$ cat src/rtl/rv32i_pkg.sv
// Shared RV32I encoding constants, instruction-format enum, encoder FSM states
// and an opcode-to-format lookup used by the instruction encoder slice.
package rv32i_pkg;

    localparam logic [6:0] OP_R     = 7'b0110011;
    localparam logic [6:0] OP_I     = 7'b0010011;
    localparam logic [6:0] OP_LOAD  = 7'b0000011;
    localparam logic [6:0] OP_JALR  = 7'b1100111;
    localparam logic [6:0] OP_S     = 7'b0100011;
    localparam logic [6:0] OP_B     = 7'b1100011;
    localparam logic [6:0] OP_LUI   = 7'b0110111;
    localparam logic [6:0] OP_AUIPC = 7'b0010111;
    localparam logic [6:0] OP_J     = 7'b1101111;

    // ADDI x0,x0,0
    localparam logic [31:0] NOP = 32'h0000_0013;

    typedef enum logic [2:0] {
        FMT_R,
        FMT_I,
        FMT_S,
        FMT_B,
        FMT_U,
        FMT_J,
        FMT_BAD
    } fmt_t;

    typedef enum logic [1:0] {
        IDLE,
        EMIT1,
        EMIT2
    } state_t;

    function automatic fmt_t fmt_of(input logic [6:0] opcode);
        fmt_t f;
        case (opcode)
            OP_R:                   f = FMT_R;
            OP_I, OP_LOAD, OP_JALR: f = FMT_I;
            OP_S:                   f = FMT_S;
            OP_B:                   f = FMT_B;
            OP_LUI, OP_AUIPC:       f = FMT_U;
            OP_J:                   f = FMT_J;
            default:                f = FMT_BAD;
        endcase
        return f;
    endfunction

endpackage

$ cat src/rtl/instr_pack.sv
// Combinational RV32I field packer. Places register, funct and immediate
// fields according to the format implied by the opcode and substitutes
// NOP_WORD (with err) for unknown opcodes. With STRICT_CHECK_EN defined,
// out-of-range or misaligned immediates are also replaced by NOP_WORD;
// otherwise immediates are silently truncated to their field width.
module instr_pack
    import rv32i_pkg::*;
#(
    parameter logic [31:0] NOP_WORD = NOP
) (
    input  logic [6:0]  opcode,
    input  logic [2:0]  funct3,
    input  logic [6:0]  funct7,
    input  logic [4:0]  rd,
    input  logic [4:0]  rs1,
    input  logic [4:0]  rs2,
    input  logic [31:0] imm,
    output logic [31:0] instr,
    output logic        err
);

    fmt_t        fmt;
    logic        is_shift;
    logic [11:0] imm_i;
    logic        range_ok;
    logic [31:0] word;

    assign fmt      = fmt_of(opcode);
    // SLLI / SRLI / SRAI: OP-IMM with funct3 001 or 101
    assign is_shift = (opcode == OP_I) && (funct3[1:0] == 2'b01);

    // I-type immediate field, with the shamt form for shifts
    always_comb begin
        if (is_shift) begin
            imm_i = {(funct3[2] && funct7[5]) ? 7'b0100000 : 7'b0000000, imm[4:0]};
        end else begin
            imm_i = imm[11:0];
        end
    end

    // Immediate range and alignment check for the selected format
    always_comb begin
        range_ok = 1'b1;
`ifdef STRICT_CHECK_EN
        case (fmt)
            FMT_I: begin
                if (is_shift) begin
                    range_ok = (imm[31:5] == '0);
                end else begin
                    range_ok = (&imm[31:11]) || !(|imm[31:11]);
                end
            end
            FMT_S:   range_ok = (&imm[31:11]) || !(|imm[31:11]);
            FMT_B:   range_ok = ((&imm[31:12]) || !(|imm[31:12])) && !imm[0];
            FMT_J:   range_ok = ((&imm[31:20]) || !(|imm[31:20])) && !imm[0];
            FMT_U:   range_ok = (imm[11:0] == '0);
            default: range_ok = 1'b1;
        endcase
`else
        range_ok = 1'b1;
`endif
    end

    // Field placement per instruction format
    always_comb begin
        word = NOP_WORD;
        case (fmt)
            FMT_R:   word = {funct7, rs2, rs1, funct3, rd, opcode};
            FMT_I:   word = {imm_i, rs1, funct3, rd, opcode};
            FMT_S:   word = {imm[11:5], rs2, rs1, funct3, imm[4:0], opcode};
            FMT_B:   word = {imm[12], imm[10:5], rs2, rs1, funct3, imm[4:1], imm[11], opcode};
            FMT_U:   word = {imm[31:12], rd, opcode};
            FMT_J:   word = {imm[20], imm[10:1], imm[11], imm[19:12], rd, opcode};
            default: word = NOP_WORD;
        endcase
    end

    assign err   = (fmt == FMT_BAD) || !range_ok;
    assign instr = err ? NOP_WORD : word;

endmodule

$ cat src/rtl/instr_encoder.sv
// RV32I instruction encoder with valid/ready handshakes on both sides.
// Encodes one request per word and expands the LI pseudo-instruction into
// LUI (+ ADDI when the low part is non-zero). Range checking of immediates
// is enabled by defining STRICT_CHECK_EN.
module instr_encoder
    import rv32i_pkg::*;
#(
    parameter logic [31:0] NOP_WORD = 32'h0000_0013,
    parameter int unsigned CNT_W    = 16
) (
    input  logic             clk,
    input  logic             rst,
    input  logic             req_valid,
    output logic             req_ready,
    input  logic             req_li,
    input  logic [6:0]       req_opcode,
    input  logic [2:0]       req_funct3,
    input  logic [6:0]       req_funct7,
    input  logic [4:0]       req_rd,
    input  logic [4:0]       req_rs1,
    input  logic [4:0]       req_rs2,
    input  logic [31:0]      req_imm,
    output logic             out_valid,
    input  logic             out_ready,
    output logic [31:0]      out_instr,
    output logic             out_err,
    output logic             out_last,
    output logic [CNT_W-1:0] out_count
);

    localparam logic [CNT_W-1:0] CNT_ONE = {{(CNT_W-1){1'b0}}, 1'b1};

    state_t      state;
    state_t      state_nxt;

    logic        pend;
    logic [4:0]  li_rd;
    logic [11:0] li_lo;

    logic        accept;
    logic        handshake;
    logic        beat2;

    logic        li_small;
    logic        li_two;
    logic [19:0] li_hi;

    logic [6:0]  p_opcode;
    logic [2:0]  p_funct3;
    logic [6:0]  p_funct7;
    logic [4:0]  p_rd;
    logic [4:0]  p_rs1;
    logic [4:0]  p_rs2;
    logic [31:0] p_imm;
    logic [31:0] p_instr;
    logic        p_err;

    assign accept    = req_valid && req_ready;
    assign handshake = out_valid && out_ready;
    // pend is only ever set while in EMIT1, so this is the LI first-beat handoff
    assign beat2     = handshake && pend;

    // LI split: (imm + 0x800) >> 12 is the upper field plus the rounding carry of bit 11
    assign li_small = (&req_imm[31:11]) || !(|req_imm[31:11]);
    assign li_hi    = req_imm[31:12] + {19'b0, req_imm[11]};
    assign li_two   = !li_small && (req_imm[11:0] != '0);

    // Select packer fields: owed LI ADDI beat, LI first word, or a plain request
    always_comb begin
        p_opcode = req_opcode;
        p_funct3 = req_funct3;
        p_funct7 = req_funct7;
        p_rd     = req_rd;
        p_rs1    = req_rs1;
        p_rs2    = req_rs2;
        p_imm    = req_imm;
        if (pend) begin
            p_opcode = OP_I;
            p_funct3 = 3'b000;
            p_funct7 = '0;
            p_rd     = li_rd;
            p_rs1    = li_rd;
            p_rs2    = '0;
            p_imm    = {{20{li_lo[11]}}, li_lo};
        end else if (req_li) begin
            p_opcode = li_small ? OP_I : OP_LUI;
            p_funct3 = 3'b000;
            p_funct7 = '0;
            p_rd     = req_rd;
            p_rs1    = '0;
            p_rs2    = '0;
            p_imm    = li_small ? req_imm : {li_hi, 12'h000};
        end
    end

    instr_pack #(
        .NOP_WORD (NOP_WORD)
    ) u_pack (
        .opcode (p_opcode),
        .funct3 (p_funct3),
        .funct7 (p_funct7),
        .rd     (p_rd),
        .rs1    (p_rs1),
        .rs2    (p_rs2),
        .imm    (p_imm),
        .instr  (p_instr),
        .err    (p_err)
    );

    // State register
    always_ff @(posedge clk or posedge rst) begin
        if (rst) begin
            state <= IDLE;
        end else begin
            state <= state_nxt;
        end
    end

    // Next-state logic
    always_comb begin
        state_nxt = state;
        case (state)
            IDLE: begin
                if (accept) state_nxt = EMIT1;
            end
            EMIT1: begin
                if (handshake) begin
                    if (pend)        state_nxt = EMIT2;
                    else if (accept) state_nxt = EMIT1;
                    else             state_nxt = IDLE;
                end
            end
            EMIT2: begin
                if (handshake) state_nxt = IDLE;
            end
            default: state_nxt = IDLE;
        endcase
    end

    // Handshake outputs derived from state
    always_comb begin
        req_ready = 1'b0;
        out_valid = (state != IDLE);
        case (state)
            IDLE:    req_ready = 1'b1;
            EMIT1:   req_ready = out_ready && !pend;
            default: req_ready = 1'b0;
        endcase
    end

    // Output word register; loads only on accept or LI second beat, so it holds under stall
    always_ff @(posedge clk or posedge rst) begin
        if (rst) begin
            out_instr <= '0;
            out_err   <= 1'b0;
            out_last  <= 1'b0;
            pend      <= 1'b0;
            li_rd     <= '0;
            li_lo     <= '0;
        end else if (beat2) begin
            out_instr <= p_instr;
            out_err   <= p_err;
            out_last  <= 1'b1;
            pend      <= 1'b0;
        end else if (accept) begin
            out_instr <= p_instr;
            out_err   <= p_err;
            out_last  <= !(req_li && li_two);
            pend      <= req_li && li_two;
            li_rd     <= req_rd;
            li_lo     <= req_imm[11:0];
        end
    end

    // Count of handed-off words, wrapping
    always_ff @(posedge clk or posedge rst) begin
        if (rst) begin
            out_count <= '0;
        end else if (handshake) begin
            out_count <= out_count + CNT_ONE;
        end
    end

endmodule

$ cat config.mk
export PLATFORM = sky130hd
export DESIGN_NAME = instr_encoder
export DESIGN_NICKNAME = d
export VERILOG_FILES = /design/src/rtl/rv32i_pkg.sv /design/src/rtl/instr_pack.sv /design/src/rtl/instr_encoder.sv
export SDC_FILE = /design/constraint.sdc
export NUM_CORES = 1
export LEC_CHECK = 0
export CAP_MARGIN = 20
export CELL_PAD_IN_SITES_DETAIL_PLACEMENT = 0
export CELL_PAD_IN_SITES_GLOBAL_PLACEMENT = 2
export CORE_MARGIN = 3
export CORE_UTILIZATION = 29
export DETAILED_ROUTE_END_ITERATION = 7
export GPL_TIMING_DRIVEN = 0
export PLACE_DENSITY_LB_ADDON = 0.1
export SETUP_SLACK_MARGIN = 0.3
export SYNTH_ARGS = -nofsm -noshare
export SYNTH_HDL_FRONTEND = slang
export SYNTH_SLANG_ARGS = --single-unit
export TNS_END_PERCENT = 20
$ cat constraint.sdc
create_clock -name clk -period 4.2 [get_ports clk]
set_input_delay 1.05 -clock clk [delete_from_list [all_inputs] [get_ports clk]]
set_output_delay 1.05 -clock clk [all_outputs]
set_load 0.005 [all_outputs]
==> flow_summary.json, run 1 <==
{
  "grt_max_degree": 62,
  "cts_sinks": 70,
  "setup_violations": 0,
  "cp_data_required_time_ns": 4.42,
  "pin_count": 121,
  "cts_tree": "yes",
  "peakVddDrop_mv": 0.222,
  "clkSlewWorstSetupHoldPaths_ns": 0.06,
  "seq_area_frac_synth_pct": 40.6,
  "multi_input_area_um2": 2600,
  "hold_class": "reg2reg",
  "synth_area_leaders": "dfrtp_1, mux2_2, nand2_1, xnor2_1, o21ai_0",
  "grt_overflow_total": 0,
  "status": "completed",
  "area_growth_pct": 48.3,
  "maxSlewViolCount": 0,
  "final_antenna_net_count": 0,
  "period_needed_ns": 3.76,
  "ctsHoldBuffers": 0,
  "synthArstFlopShare_pct": 100,
  "syn_area_um2": 4320,
  "critPathCaptureType": "flip-flop",
  "fmax_mhz": 266,
  "placed_cells": 762,
  "drc": 0,
  "synth_cell_types": 66,
  "htreeDepth": 3,
  "avgSynthCellArea_um2": 9.33,
  "dieWidth_um": 128,
  "fill_cells": 1448,
  "cts_root_buf": "clkbuf_16",
  "mostFrequentLayoutCell": "clkdlybuf4s50_1",
  "firstDrtPassIters": 5,
  "synth_fp_nets": 537,
  "drt-vias-per-instance": 5.36,
  "core_um2": 14200,
  "worstMarginPinSlew_ns": 0.827,
  "power_density_nw_per_um2": 566,
  "grt_pass1_vias": 4261,
  "synth_top_area_cell": "dfrtp_1",
  "final_cell_mix": "clkdlybuf4s50_1, dfrtp_1, nand2_1, o21ai_0, nor2_1",
  "port-buffer-count": 118,
  "synth_top_area_share_pct": 40.6,
  "period_share_pct": 89.5,
  "rsz0062_at_grt": "true",
  "antenna_found_initial": 0,
  "maxCapViolCount": 0,
  "hold_violations": 0,
  "initial_core_util_pct": 30.4,
  "ys_warn_count": 0,
  "dp_hpwl_mm": 12.2,
  "arrival_ns": 3.97,
  "startpoint_type": "input port",
  "die-area_um2": 16400,
  "fp-row-count": 43,
  "netlist_instances": 463,
  "slew_headroom_pct": 44.9,
  "die_h_um": 128,
  "num_antenna_cells": 0,
  "vias": 4238,
  "clk_path_buf_depth": 2,
  "crit_fanout": 7,
  "synth_edf_count": 0,
  "regArea_um2": 1750,
  "finalNetCount": 679,
  "routed_wl_mm": 16.1,
  "crit_type": "in2reg",
  "routabilityCongestion": 0.815,
  "layout.cells.non_filler": 790,
  "wl_per_cell_um": 20.3,
  "power_mw": 3.62,
  "cts_buffers": 9,
  "p_leak_nw": 2.71,
  "drive_gt1_share_pct": 16.1,
  "grt_pass1_wl_mm": 24.5,
  "track_usage_pct": 19.4,
  "worst_skew_pair.late_latency_ns": 0.34,
  "ys_ff_latch": 70,
  "ys.flop_type": "dfrtp_1",
  "drt_iter0_drc": 219,
  "fin_worst_skew_ns": 0.00704
}
==> through the flow <==
| stage | setup WS, ns | TNS, ns | util (%) | instance area, um2 | hold WS, ns |
|---|---|---|---|---|---|
| 2_1_floorplan | 0.344 | 0 | - | 4320 | 0.463 |
| 3_3_place_gp | -1.20 | -29.19 | 40.3 | 5730 | 0.452 |
| 3_5_place_dp | -1.20 | -29.87 | 40.5 | 5760 | 0.460 |
| 4_1_cts | 0.301 | 0 | 44.6 | 6340 | 0.472 |
| 5_1_grt | 0.294 | 0 | 45.1 | 6410 | 0.495 |
| 6_report | 0.443 | 0 | 45.1 | 6410 | 0.471 |
==> flip-flops by register name, summed over array words and instances, names as in the netlist <==
signal     flops
state          2
out_count     16
out_instr     32
li_lo         12
li_rd          5
pend           1
out_err        1
out_last       1
==> per-layer routing <==
layer	wire length [um]	vias up	GRT usage [%]
li1	-	2005	-
met1	7740	2104	28.1
met2	7390	116	30.4
met3	767	13	3.50
met4	158	0	3.56
met5	0	-	0
==> power breakdown <==
part	internal [mW]	leakage (nW)	total, mW	switching, mW
registers	0.943	0.888	1.14	0.193
clock network	0.552	0.162	0.855	0.303
logic	0.834	1.66	1.63	0.800
total	2.33	2.71	3.62	1.30
==> layout make-up <==
type                       count  area share (%)
inverter                      14           0.859
sequential                    70            27.3
buffer                        23            1.70
clock buffer                  11            3.94
tap                          180            3.51
clock inverter                 5            1.27
timing repair buffer         131            20.8
multi-input combinational    356            40.6
==> synth_stat cells (all sizes together) (10+ instances only) <==
cell    number
a21oi       16
nor4        10
mux2        21
o21ai       37
xor2        11
xnor2       21
a22oi       11
clkbuf      18
nor3        14
dfrtp       70
nand3       18
inv         13
nor2        25
nand2       58
==> worst paths after layout <==
kind                               from             to  slack, ns  cells after the start
min in group asynchronous           rst  out_count[11]       0.98                      2
min                        out_instr[5]   out_instr[5]       0.47                      2
max reg2reg                        pend  out_instr[28]       0.79                     14
min reg2reg                out_instr[5]   out_instr[5]       0.47                      2
max                         req_imm[26]  out_instr[28]       0.44                     15
max in group asynchronous           rst  out_instr[31]       2.67                      3
==> critical path: stages <==
cell	delay, ns
clkdlybuf4s50_1	0.54
and4_4	0.26
and2_4	0.16
a41o_1	0.25
nor3_4	0.06
inv_2	0.09
ha_4	0.15
o41ai_4	0.10
or3b_4	0.45
o31ai_4	0.11
nor2b_1	0.08
buf_4	0.19
nand3_4	0.13
a21oi_2	0.06
a221o_1	0.28
==> timing repair <==
action                     CTS  global route
buffers inserted            12             0
pin swaps                    8             5
setup endpoints to repair   33            25
resized for setup           43            26
==> cell families (layout without fill, tap and decap cells) <==
logic type / after synthesis / count (layout) / share of synthesized area (%)
flip-flops: 70 / 70 / 40.6
XOR/XNOR: 32 / 32 / 6.49
adder cells (fa/ha/maj): 5 / 5 / 1.45
AO/OA/AOI/OAI: 124 / 124 / 20.5
multiplexers: 27 / 27 / 7.44
AND/OR/NAND/NOR: 168 / 168 / 20.2
buffers and inverters: 37 / 184 / 3.36
Power figures use the tool's default switching activity.
==> run 2, diff against run 1 <==
--- a/config.mk
+++ b/config.mk
@@ -11,8 +11,9 @@
 export CORE_MARGIN = 3
 export CORE_UTILIZATION = 29
 export DETAILED_ROUTE_END_ITERATION = 7
+export GPL_ROUTABILITY_DRIVEN = 0
 export GPL_TIMING_DRIVEN = 0
-export PLACE_DENSITY_LB_ADDON = 0.1
+export PLACE_DENSITY = 0.9
 export SETUP_SLACK_MARGIN = 0.3
 export SYNTH_ARGS = -nofsm -noshare
 export SYNTH_HDL_FRONTEND = slang
==> run 2 against run 1 <==
Worst setup slack lost 0.055 ns. Register-to-register slack is essentially flat. Die area is the same. Power shrank 0.88%. Flip-flop and latch count is the same. Non-clock buffer count grew 2. Critical endpoint is now out_instr[20]. Largest cell class unchanged.
==> flow_summary.json, run 2 (synthesis gave the netlist of run 1 again) <==
{
  "layout.cells.non_filler": 792,
  "crit_type": "in2reg",
  "drt-vias-per-instance": 5.47,
  "clkSlewWorstSetupHoldPaths_ns": 0.06,
  "hold_end": "out_count[15]",
  "reg2reg_from": "pend",
  "setup_tns_ns": 0,
  "p_sw_share_pct": 36.3,
  "dp_hpwl_mm": 11.8,
  "power_density_nw_per_um2": 567,
  "num_antenna_cells": 0,
  "final_cell_mix": "clkdlybuf4s50_1, dfrtp_1, nand2_1, o21ai_0, nor2_1",
  "drive_gt1_share_pct": 15.7,
  "period_share_pct": 90.8,
  "setup_slack_ns": 0.388,
  "hold_violations": 0,
  "cts_sinks": 70,
  "whs_path_depth": 1,
  "reg2reg_depth": 13,
  "grt_pass1_vias": 4300,
  "cts_root_buf": "clkbuf_16",
  "initial_core_util_pct": 30.4,
  "timing.rr.end": "out_instr[19]",
  "placed_cells": 761,
  "fmax_mhz": 262,
  "pin_count": 121,
  "p_sw_mw": 1.30,
  "area_growth_pct": 46.6,
  "startpoint_type": "input port",
  "drc": 0,
  "maxSlewViolCount": 0,
  "antenna_found_initial": 0,
  "final_antenna_net_count": 0,
  "clkPwrFrac_pct": 23.5,
  "routed_wl_mm": 15.4,
  "finalNetCount": 681,
  "clk_path_buf_depth": 2,
  "grt_max_degree": 71,
  "fin_worst_skew_ns": 0.00454,
  "arrival_ns": 4.07,
  "drt_iter0_drc": 235,
  "setup_violations": 0,
  "cts_tree": "yes",
  "grt_overflow_total": 0,
  "status": "completed",
  "firstDrtPassIters": 5,
  "wl_per_cell_um": 19.5,
  "combPwrFrac_pct": 44.5,
  "p_leak_nw": 2.70,
  "cell_internal_pwr_mw": 2.29,
  "critPathCaptureType": "flip-flop",
  "fin_util_pct": 44.6,
  "period_needed_ns": 3.81,
  "grt_pass1_wl_mm": 23.6,
  "multi_input_area_um2": 2550,
  "cp_data_required_time_ns": 4.46,
  "crit_fanout": 5,
  "dieWidth_um": 128,
  "cts_buffers": 9,
  "fp-row-count": 43,
  "seqPwrFrac_pct": 32.1,
  "fill_cells": 1388,
  "hold_class": "reg2reg",
  "core_um2": 14200,
  "die-area_um2": 16400,
  "htreeDepth": 3,
  "largest_register_ffs": 32,
  "slew_headroom_pct": 40.9,
  "top_regs": "out_instr: 32 flops, out_count: 16 flops, li_lo: 12 flops",
  "hp-start": "out_count[15]",
  "regMostFlops": "out_instr",
  "peakVddDrop_mv": 0.249,
  "preCtsSetupSlack_ns": -1.05,
  "ff2ff_setup_slack_ns": 0.78,
  "worstMarginPinSlew_ns": 0.886,
  "power_mw": 3.59,
  "regArea_um2": 1750,
  "die_h_um": 128,
  "rsz0062_at_grt": "true",
  "vias": 4333,
  "port-buffer-count": 118,
  "track_usage_pct": 18.6,
  "worst_skew_pair.late_latency_ns": 0.33,
  "maxCapViolCount": 0,
  "mostFrequentLayoutCell": "clkdlybuf4s50_1"
}
## run 2: changes by cell type in the layout (fill, tap and decap cells not counted), sizes merged
cell	before	now
inv	13	16
buf	18	20
clkbuf	30	31
clkdlybuf4s15	0	2
dlygate4sd2	6	4
clkdlybuf4s50	97	94
clkinvlp	1	0
## run 2: area by class of cell
| cell class | count | area share, % |
|---|---|---|
| clock buffer | 9 | 3.56 |
| clock inverter | 7 | 1.64 |
| sequential | 70 | 27.7 |
| timing repair buffer | 133 | 20.8 |
| multi-input combinational | 356 | 40.3 |
| buffer | 23 | 1.62 |
| inverter | 14 | 0.870 |
| tap | 180 | 3.56 |
## run 2: worst max-delay path: stages
cell and delay, ns:
clkdlybuf4s50_1 0.53, nand3b_1 0.23, nor3_2 0.24, nand3_1 0.20, ha_2 0.26, o41ai_4 0.08
or3b_4 0.22, o31ai_4 0.11, buf_12 0.15, a211oi_4 0.39, nand2_2 0.12, or3_1 0.39
o211ai_2 0.08
## run 2: worst max-delay path by stage
stage / start / cells after the start / slack (ns) / end
finish: req_opcode[1] / 13 / 0.39 / out_instr[20]
global route: req_imm[17] / 15 / 0.30 / out_instr[14]
CTS: req_imm[23] / 15 / 0.29 / out_instr[20]
detailed placement: req_imm[11] / 14 / -1.05 / out_instr[19]
global placement: req_imm[11] / 15 / -1.04 / out_instr[19]
floorplan: req_opcode[6] / 14 / 0.34 / out_instr[20]
## run 2: repair_timing
item	4_1_cts	5_1_grt
buffers inserted	11	4
hold buffers	0	0
pin swaps	9	11
gates resized for setup	31	38
endpoints found under the setup margin	32	31
## run 2: routing by layer
metal | GRT usage [%] | part of all wire, % | vias to the layer above
met4 | 5.24 | 1.4 | 0
li1 | - | - | 1998
met3 | 4.17 | 7.6 | 15
met5 | 0 | 0 | -
met2 | 28.9 | 46 | 185
met1 | 26.0 | 45 | 2135
## run 2: power by group through the flow
stage               logic [mW]  clock network [mW]  registers (mW)
floorplan                0.790                   0            1.11
global placement          1.49                   0            1.14
detailed placement        1.52                   0            1.16
CTS                       1.59               0.860            1.15
global route              1.72               0.885            1.19
finish                    1.60               0.843            1.15
## run 2: metrics by stage
stage	hold WS [ns]	cell area [um2]
after floorplan	0.463	4320
after global placement	0.453	5730
after detailed placement	0.461	5730
after CTS	0.473	6220
after global routing	0.494	6330
final	0.472	6330
